File: config.mk
export PLATFORM = sky130hd
export DESIGN_NAME = bopit_score
export DESIGN_NICKNAME = d
export VERILOG_FILES = /design/src/rtl/bopit_score.sv
export SDC_FILE = /design/constraint.sdc
export NUM_CORES = 1
export LEC_CHECK = 0
export ABC_CLOCK_PERIOD_IN_PS = 6100
export BUFFER_PORTS_ARGS = -buffer_cell sky130_fd_sc_hd__buf_2
export CORE_MARGIN = 2
export CORE_UTILIZATION = 40
export DETAILED_ROUTE_END_ITERATION = 10
export SYNTH_ARGS = -nofsm -noshare
export SYNTH_HDL_FRONTEND = slang
export SYNTH_SLANG_ARGS = --single-unit
File: constraint.sdc
create_clock -name clk -period 6.1 [get_ports clk]
set_clock_uncertainty 0.2 [all_clocks]
set_input_delay 1.22 -clock clk [delete_from_list [all_inputs] [get_ports clk]]
set_output_delay 1.22 -clock clk [all_outputs]
set_load 0.01 [all_outputs]
File: src/rtl/bopit_score.sv
// bopit_score: two-player Bop-it score keeper with per-player scores,
// alternating turns and a session high score that survives new games.
module bopit_score #(
    parameter int MAX_SCORE = 99
) (
    input  logic       clk,
    input  logic       rst,
    input  logic       start,
    input  logic       hit,
    input  logic       miss,
    output logic [6:0] counter,
    output logic [6:0] counter2,
    output logic [6:0] hs,
    output logic [1:0] turn,
    output logic       game_over,
    output logic       new_high
);
    typedef enum logic [1:0] {IDLE, P1, P2, DONE} state_t;
    localparam logic [6:0] MAX = 7'(MAX_SCORE);
    state_t state, state_n;
    logic [6:0] counter_n, counter2_n, hs_n, active;
    logic flag, flag_n, playing;
    always_ff @(posedge clk or posedge rst)
        if (rst) begin
            state    <= IDLE;
            counter  <= '0;
            counter2 <= '0;
            hs       <= '0;
            flag     <= 1'b0;
        end else begin
            state    <= state_n;
            counter  <= counter_n;
            counter2 <= counter2_n;
            hs       <= hs_n;
            flag     <= flag_n;
        end
    // miss has priority over hit; start only matters outside a turn
    always_comb begin
        playing    = state == P1 || state == P2;
        active     = state == P1 ? counter : counter2;
        state_n    = state;
        counter_n  = counter;
        counter2_n = counter2;
        hs_n       = hs;
        flag_n     = flag;
        if (!playing && start) begin
            state_n    = P1;
            counter_n  = '0;
            counter2_n = '0;
            flag_n     = 1'b0;
        end else if (playing && miss) begin
            state_n = state == P1 ? P2 : DONE;
            if (active > hs) begin
                hs_n   = active;
                flag_n = 1'b1;
            end
        end else if (playing && hit) begin
            if (state == P1)
                counter_n = counter >= MAX ? MAX : counter + 7'd1;
            else
                counter2_n = counter2 >= MAX ? MAX : counter2 + 7'd1;
        end
    end
    assign turn      = {state == P2, state == P1};
    assign game_over = state == DONE;
    assign new_high  = flag && game_over;
endmodule

==> impl_metrics.ini, run 1 <==
[run_status]
status = finished clean

[clock_tree]
cts_made_buffers = 3
root_buffer = clkbuf_8
ctsHtreeMaxLevel = 1
postCtsSetupBuffers = 0
ctsResizeCount = 0
ctsHoldBuffers = 0
cts.clk_slew.worst_paths_ns = 0.09
clk_latency_ns = 0.27
cts_tree = done
clock_sinks = 24
clock_tree.buffer_depth = 2

[synth]
synth_top_area_share_pct = 40.1
synth_area_leaders = dfrtp_1, ha_1, mux2_2
syn_avg_cell_area_um2 = 10.2
synth.net_count = 165
synth.yosys.seq_area_share_pct = 40.1
syn_inst = 147
synth_flop_cell = dfrtp_1
synth_commonest_cells = dfrtp_1, nand2_1, ha_1
syn-cell-area_um2 = 1500
synth_edf_count = 0
yosys_register_bits = 24
synth_area_leader_cell = dfrtp_1
yosysWarningCount = 0
ys_types = 42
async_flop_share_pct = 100
synth_most_common_cell = dfrtp_1

[floorplan]
die_area_um2 = 4250
core_um2 = 3630
num_io_pins = 30
die_y_um = 65.2
die_width_um = 65.2
rows = 22
start_util_pct = 41.2

[setup_path]
worstPathArrival_ns = 2.93
crit_slowest_cell = ha_1
reg2reg_from = state[1]
max_stage_delay_ns = 0.44
cp.depth = 8
crit_chain = inv_1 > ha_1 > mux2_2 > ha_1 > a21oi_1 > a21oi_1 > o21ai_2 > mux2_2
crit_buf_inv = 1
ff2ff_setup_slack_ns = 3.13
cp.required_ns = 6.06
critical_path.top_delay_family = multiplexers
end_kind = register
timing.rr.end = hs[2]
rr_worst_depth = 8
crit_path_max_fanout = 10
path_class = reg -> reg
cp-start-kind = register
critPathLaunch = state[1]

[global_route]
grt_pass1_wl_um = 5510
antenna_found_initial = 0
track_usage_pct = 16.8
grt_max_degree = 25
grt_overflow = 0
grt_pass1_vias = 1146

[timing]
fin_tns_setup_ns = 0
fin_crit_sh_pct = 48.8
setup_viol_count_final = 0
rsz0062_at_grt = no
hold_viol = 0
fin_hold_ws_ns = 0.327
min_period_ns = 2.97
drv_slew = 0
max_freq_ghz = 0.336
worst_slew_pin_slew_ns = 0.916
max_slew_margin_pct = 38.9

[pwr]
clockPowerShare_pct = 18.6
p_leak_uw = 0.000887
p_sw_uw = 237
p_sw_share_pct = 40.2
power.share.sequential_pct = 36.1
power_density_nw_per_um2 = 340
intPower_uw = 354
max-vdd-ir-drop_uv = 185
pwr-share-comb_pct = 45.2
finalPower_uw = 591

[route]
wirelength_um = 3350
drc_errors = 0
vias = 1204
first_iter_violations = 89
ant_nets = 0
first_pass_iters = 4
wl_per_cell_um = 14.9
viasPerCell = 5.35

[job]
maxCapViolations = 0

[placed_design]
numPortBuffers = 29
dp_hpwl_um = 2590
gp_congestion = 0.869

[min_path]
min-delay-start = flag
hold_class = reg -> reg
holdPathEnd = flag
hold_depth = 2

[layout]
area_growth_pct = 16.1
drive_above_1_share_pct = 29.4
final_nets = 196
diodes = 0
==> layout make-up <==
type,count,area [µm²]
Fill cell,370,1900
Sequential cell,24,601
Inverter,12,45.0
Multi-Input combinational cell,108,831
Timing Repair Buffer,29,145
Tap cell,48,60.1
Clock buffer,4,55.1
==> routing by layer <==
metal / share of wire (%) / track usage, % / wire length, µm / up-vias
met4: 0.99 / 5.47 / 33 / 0
li1: - / - / - / 592
met2: 47 / 27.7 / 1580 / 35
met3: 3.8 / 2.23 / 127 / 4
met5: 0 / 0 / 0 / -
met1: 48 / 23.0 / 1610 / 573
==> logic make-up after synthesis <==
logic type	after synthesis	share of synthesized area [%]
compound gates	31	14.3
xor+xnor	2	1.17
fa+ha+maj	13	10.9
buf+inv	15	4.35
flops	24	40.1
mux	14	10.4
simple gates	48	18.8
==> power by group through the flow <==
| stage | Combinational, µW | Clock, µW | Sequential, µW |
|---|---|---|---|
| 2_1_floorplan | 202 | 0 | 215 |
| 3_3_place_gp | 258 | 0 | 215 |
| 3_5_place_dp | 269 | 0 | 217 |
| 4_1_cts | 270 | 113 | 214 |
| 5_1_grt | 301 | 121 | 218 |
| 6_report | 267 | 110 | 213 |
==> tightest hold or removal path, cell delays in order, from the launching register on <==
cell and delay [ns]:
dfrtp_1 0.38, nand2_1 0.06, nand2_1 0.06
==> per-stage QoR <==
step                      cells  setup slack (ns)  area (µm²)  utilization, %
after detailed placement    221              3.11        1680            46.3
after global placement      221              3.26        1680            46.3
after global routing        225              2.92        1740            47.8
after CTS                   225              3.11        1740            47.8
after floorplan             147              3.43        1500               -
final                       225              3.13        1740            47.8
==> state kept, by name (all words and copies together), names as in the netlist <==
name and count:
hs 7, counter2 7, flag 1, counter 7, state 2
==> placed cells by master, fill, tap and decap left out, types with 3 or more instances in the layout <==
cell	instances
a21oi_1	7
buf_2	29
clkbuf_8	4
dfrtp_1	24
ha_1	13
inv_1	12
mux2_2	12
nand2_1	14
nand3_1	4
nand4_1	4
nor2_1	9
nor3b_1	3
o21a_1	3
o21ai_0	5
==> how the worst max path moves through the flow <==
| stage | to | slack (ns) |
|---|---|---|
| after floorplan | hs[1] | 3.43 |
| after global placement | hs[1] | 3.26 |
| after detailed placement | hs[6] | 3.11 |
| after CTS | hs[2] | 3.11 |
| after global routing | hs[4] | 2.92 |
| final | hs[2] | 3.13 |
(Power assumes the default switching activity.)
==> run 2, diff against run 1 <==
--- a/config.mk
+++ b/config.mk
@@ -5,7 +5,7 @@
 export SDC_FILE = /design/constraint.sdc
 export NUM_CORES = 1
 export LEC_CHECK = 0
-export ABC_CLOCK_PERIOD_IN_PS = 6100
+export ABC_CLOCK_PERIOD_IN_PS = 2840
 export BUFFER_PORTS_ARGS = -buffer_cell sky130_fd_sc_hd__buf_2
 export CORE_MARGIN = 2
 export CORE_UTILIZATION = 40
==> constraint.sdc (replaced) <==
create_clock -name clk -period 2.84 [get_ports clk]
set_clock_uncertainty 0.2 [all_clocks]
set_input_delay 0.568 -clock clk [delete_from_list [all_inputs] [get_ports clk]]
set_output_delay 0.568 -clock clk [all_outputs]
set_load 0.01 [all_outputs]
==> impl_metrics.ini, run 2 (synthesized netlist as in run 1, its figures left out) <==
[run_status]
status = finished clean

[timing]
fin_crit_sh_pct = 95.9
max_slew_margin_pct = 74.5
min_period_ns = 2.72
max_freq_ghz = 0.367
setup_viol_count_final = 0
drv_slew = 0
worst_slew_pin_slew_ns = 0.381
hold_viol = 0
fin_tns_setup_ns = 0

[route]
viasPerCell = 5.29
first_pass_iters = 4
wirelength_um = 3260
vias = 1211
first_iter_violations = 53
wl_per_cell_um = 14.2
drc_errors = 0
ant_nets = 0

[clock_tree]
clock_tree.buffer_depth = 2
cts_tree = done
clock_sinks = 24
cts_made_buffers = 3
cts.clk_slew.worst_paths_ns = 0.09
clk_latency_ns = 0.26
root_buffer = clkbuf_8
ctsHtreeMaxLevel = 1

[floorplan]
die_y_um = 65.2
start_util_pct = 41.2
num_io_pins = 30
core_um2 = 3630
die_area_um2 = 4250
rows = 22
die_width_um = 65.2

[setup_path]
critPathLaunch = state[1]
ff2ff_setup_slack_ns = 0.12
reg2reg_from = state[1]
path_class = reg -> reg
cp.required_ns = 2.79
cp-start-kind = register
crit_path_max_fanout = 6
end_kind = register
worstPathArrival_ns = 2.68
rr_worst_depth = 9
endpoint = hs[3]
timing.rr.end = hs[3]

[pwr]
p_leak_uw = 0.000911
max-vdd-ir-drop_uv = 362
power_density_nw_per_um2 = 765
finalPower_uw = 1370

[global_route]
grt_overflow = 0
grt_max_degree = 25
grt_pass1_wl_um = 5550
grt_pass1_vias = 1205
antenna_found_initial = 0
track_usage_pct = 16.8

[layout]
drive_above_1_share_pct = 31.5
area_growth_pct = 19.3
n_fill_cell = 356
final_util_pct = 49.1
layout_commonest_cell = buf_2
most-common-layout-cells = buf_2, dfrtp_1, nand2_1
diodes = 0
final_nets = 200
top_regs = counter2 (7), counter (7), hs (7)

[min_path]
hold_class = in -> async

[job]
maxCapViolations = 0

[placed_design]
dp_hpwl_um = 2500
numPortBuffers = 29
gp_congestion = 0.796
==> run 2: cell types whose count changed in the layout (fill, tap and decap cells not counted), sizes merged <==
cell	delta
bufinv	+1
clkbuf	-1
buf	+4
==> run 2: layer usage <==
| layer | up-vias | GRT usage, % | part of all wire [%] |
|---|---|---|---|
| li1 | 597 | - | - |
| met1 | 586 | 22.5 | 47 |
| met2 | 24 | 27.4 | 48 |
| met3 | 4 | 2.74 | 4.1 |
| met4 | 0 | 6.25 | 1.4 |
| met5 | - | 0 | 0 |
==> run 2: power by group <==
group,total [µW],switching (µW),internal (µW)
clock network,297,108,188
registers,458,63.0,395
logic,612,342,270
total,1370,513,853
==> run 2: per-stage QoR <==
step | instances | area (µm²) | worst slack, ns | hold WS, ns
global placement | 223 | 1700 | 0.0984 | 0.298
global route | 229 | 1790 | -0.00275 | 0.163
CTS | 227 | 1770 | 0.0121 | 0.146
floorplan | 147 | 1500 | 0.167 | 0.239
finish | 229 | 1790 | 0.118 | 0.136
detailed placement | 223 | 1700 | 0.0292 | 0.299
==> run 2: layout make-up <==
type	instances	area [µm²]	share of cell area, %
clock inverter	1	30.0	1.68
sequential	24	601	33.6
timing repair buffer	33	175	9.81
multi-input combinational	108	833	46.7
tap	48	60.1	3.36
inverter	12	45.0	2.52
clock buffer	3	41.3	2.31
==> run 2: critical path, cell delays in order, from the launching register on <==
cell and delay (ns):
dfrtp_1 0.42, inv_1 0.09, ha_1 0.30, mux2_2 0.38
ha_1 0.32, a21oi_1 0.15, a21oi_1 0.10, o21ai_2 0.15
buf_4 0.17, mux2_2 0.33
==> run 2: worst min-delay path by stage <==
| stage | start | to | slack, ns | cells past startpoint |
|---|---|---|---|---|
| final | rst | counter[2] | 0.14 | 3 |
| after global routing | rst | counter[0] | 0.16 | 3 |
| after CTS | rst | hs[4] | 0.15 | 3 |
| after detailed placement | flag | flag | 0.30 | 2 |
| after global placement | flag | flag | 0.30 | 2 |
| after floorplan | flag | flag | 0.24 | 2 |
==> run 2: what timing repair did <==
item,in CTS,in global routing
setup endpoints to repair,0,7
gates resized for setup,0,1
hold buffers,0,0
buffers inserted,0,2
==> run 3, diff against run 2 <==
--- a/config.mk
+++ b/config.mk
@@ -9,6 +9,7 @@
 export BUFFER_PORTS_ARGS = -buffer_cell sky130_fd_sc_hd__buf_2
 export CORE_MARGIN = 2
 export CORE_UTILIZATION = 40
+export CTS_BUF_LIST = sky130_fd_sc_hd__clkbuf_16
 export DETAILED_ROUTE_END_ITERATION = 10
 export SYNTH_ARGS = -nofsm -noshare
 export SYNTH_HDL_FRONTEND = slang
==> impl_metrics.ini, run 3 (synthesized netlist as in run 1, its figures left out) <==
[pwr]
power_density_nw_per_um2 = 810
finalPower_uw = 1470
max-vdd-ir-drop_uv = 351
p_leak_uw = 0.000926

[route]
ant_nets = 0
dr_wl_met2_um = 1560
wirelength_um = 3350
wl_met1_um = 1590
wl_per_cell_um = 14.6
drc_errors = 0
dr_wl_met3_um = 139
first_iter_violations = 68
first_pass_iters = 4
vias = 1212
viasPerCell = 5.29
highest_layer = met4

[layout]
final_nets = 200
diodes = 0
fin_area_um2 = 1820
layout_commonest_cell = buf_2
area_growth_pct = 21.6
final_util_pct = 50.1
drive_above_1_share_pct = 31.5
n_fill_cell = 351
top_regs = counter2 (7), counter (7), hs (7)
most-common-layout-cells = buf_2, dfrtp_1, nand2_1

[timing]
fin_crit_sh_pct = 95.2
worst_slew_pin_slew_ns = 0.385
rsz0062_at_grt = no
max_slew_margin_pct = 74.2
min_period_ns = 2.70
fin_ws_ns = 0.136
drv_slew = 0
hold_viol = 0
setup_viol_count_final = 0
fin_tns_setup_ns = 0
max_freq_ghz = 0.370

[clock_tree]
cts_made_buffers = 3
cts.clk_slew.worst_paths_ns = 0.06
cts_tree = done
clock_tree.buffer_depth = 2
ctsHtreeMaxLevel = 1
clk_latency_ns = 0.26
ctsHoldBuffers = 0
clock_sinks = 24
root_buffer = clkbuf_16

[floorplan]
start_util_pct = 41.2
die_area_um2 = 4250
rows = 22
die_y_um = 65.2
die_width_um = 65.2
num_io_pins = 30
core_um2 = 3630

[setup_path]
rr_worst_depth = 9
path_class = reg -> reg
crit_path_max_fanout = 6
ff2ff_setup_slack_ns = 0.14
cp.required_ns = 2.78
cp-start-kind = register
end_kind = register
worstPathArrival_ns = 2.65
reg2reg_from = state[1]
timing.rr.end = hs[3]

[job]
maxCapViolations = 0

[placed_design]
dp_hpwl_um = 2500
numPortBuffers = 29
dpl_cell_area_um2 = 1700
gp_congestion = 0.796
pre_cts_ws_ns = 0.0292

[global_route]
track_usage_pct = 17.3
antenna_found_initial = 0
grt_max_degree = 25
grt_overflow = 0
grt_pass1_vias = 1190
grt_pass1_wl_um = 5600

[min_path]
hold_class = in -> async

[run_status]
status = finished clean
[run 3: where the power goes]
group	internal, µW	switching (µW)
Clock	280	121
Combinational	270	343
Sequential	396	64.3
Total	946	528
[run 3: how the worst max path moves through the flow]
| stage | from | to | slack, ns | cells past startpoint |
|---|---|---|---|---|
| after detailed placement | state[1] | hs[4] | 0.03 | 8 |
| after global placement | state[1] | hs[1] | 0.1 | 8 |
| after CTS | state[1] | hs[4] | 0.02 | 8 |
| after floorplan | state[1] | hs[1] | 0.17 | 9 |
| after global routing | state[1] | hs[5] | 0.002 | 9 |
| final | state[1] | hs[3] | 0.14 | 9 |
[run 3: routing by layer]
metal	up-vias	global-route usage [%]
li1	601	-
met1	578	22.6
met2	28	28.3
met3	5	2.74
met4	0	7.81
met5	-	0
[run 3: worst max-delay path, cell delays in order, from the launching register on]
cell and delay [ns]:
dfrtp_1 0.41, inv_1 0.09, ha_1 0.30, mux2_2 0.39
ha_1 0.32, a21oi_1 0.14, a21oi_1 0.10, o21ai_2 0.15
buf_4 0.16, mux2_2 0.33
[run 3: per-stage QoR]
step | cells | hold slack [ns]
after floorplan | 147 | 0.239
after global placement | 223 | 0.298
after detailed placement | 223 | 0.299
after CTS | 227 | 0.162
after global routing | 229 | 0.182
final | 229 | 0.148
[run 3: layout make-up]
class	count	area, µm²	area share [%]
sequential	24	601	33.0
multi-input combinational	108	833	45.8
clock inverter	1	30.0	1.65
clock buffer	3	75.1	4.13
timing repair buffer	33	175	9.63
inverter	12	45.0	2.48
tap	48	60.1	3.30
[run 3: what timing repair did]
| action | 4_1_cts | 5_1_grt |
|---|---|---|
| endpoints found under the setup margin | 0 | 7 |
| gates resized for setup | 0 | 1 |
| buffers inserted | 0 | 2 |
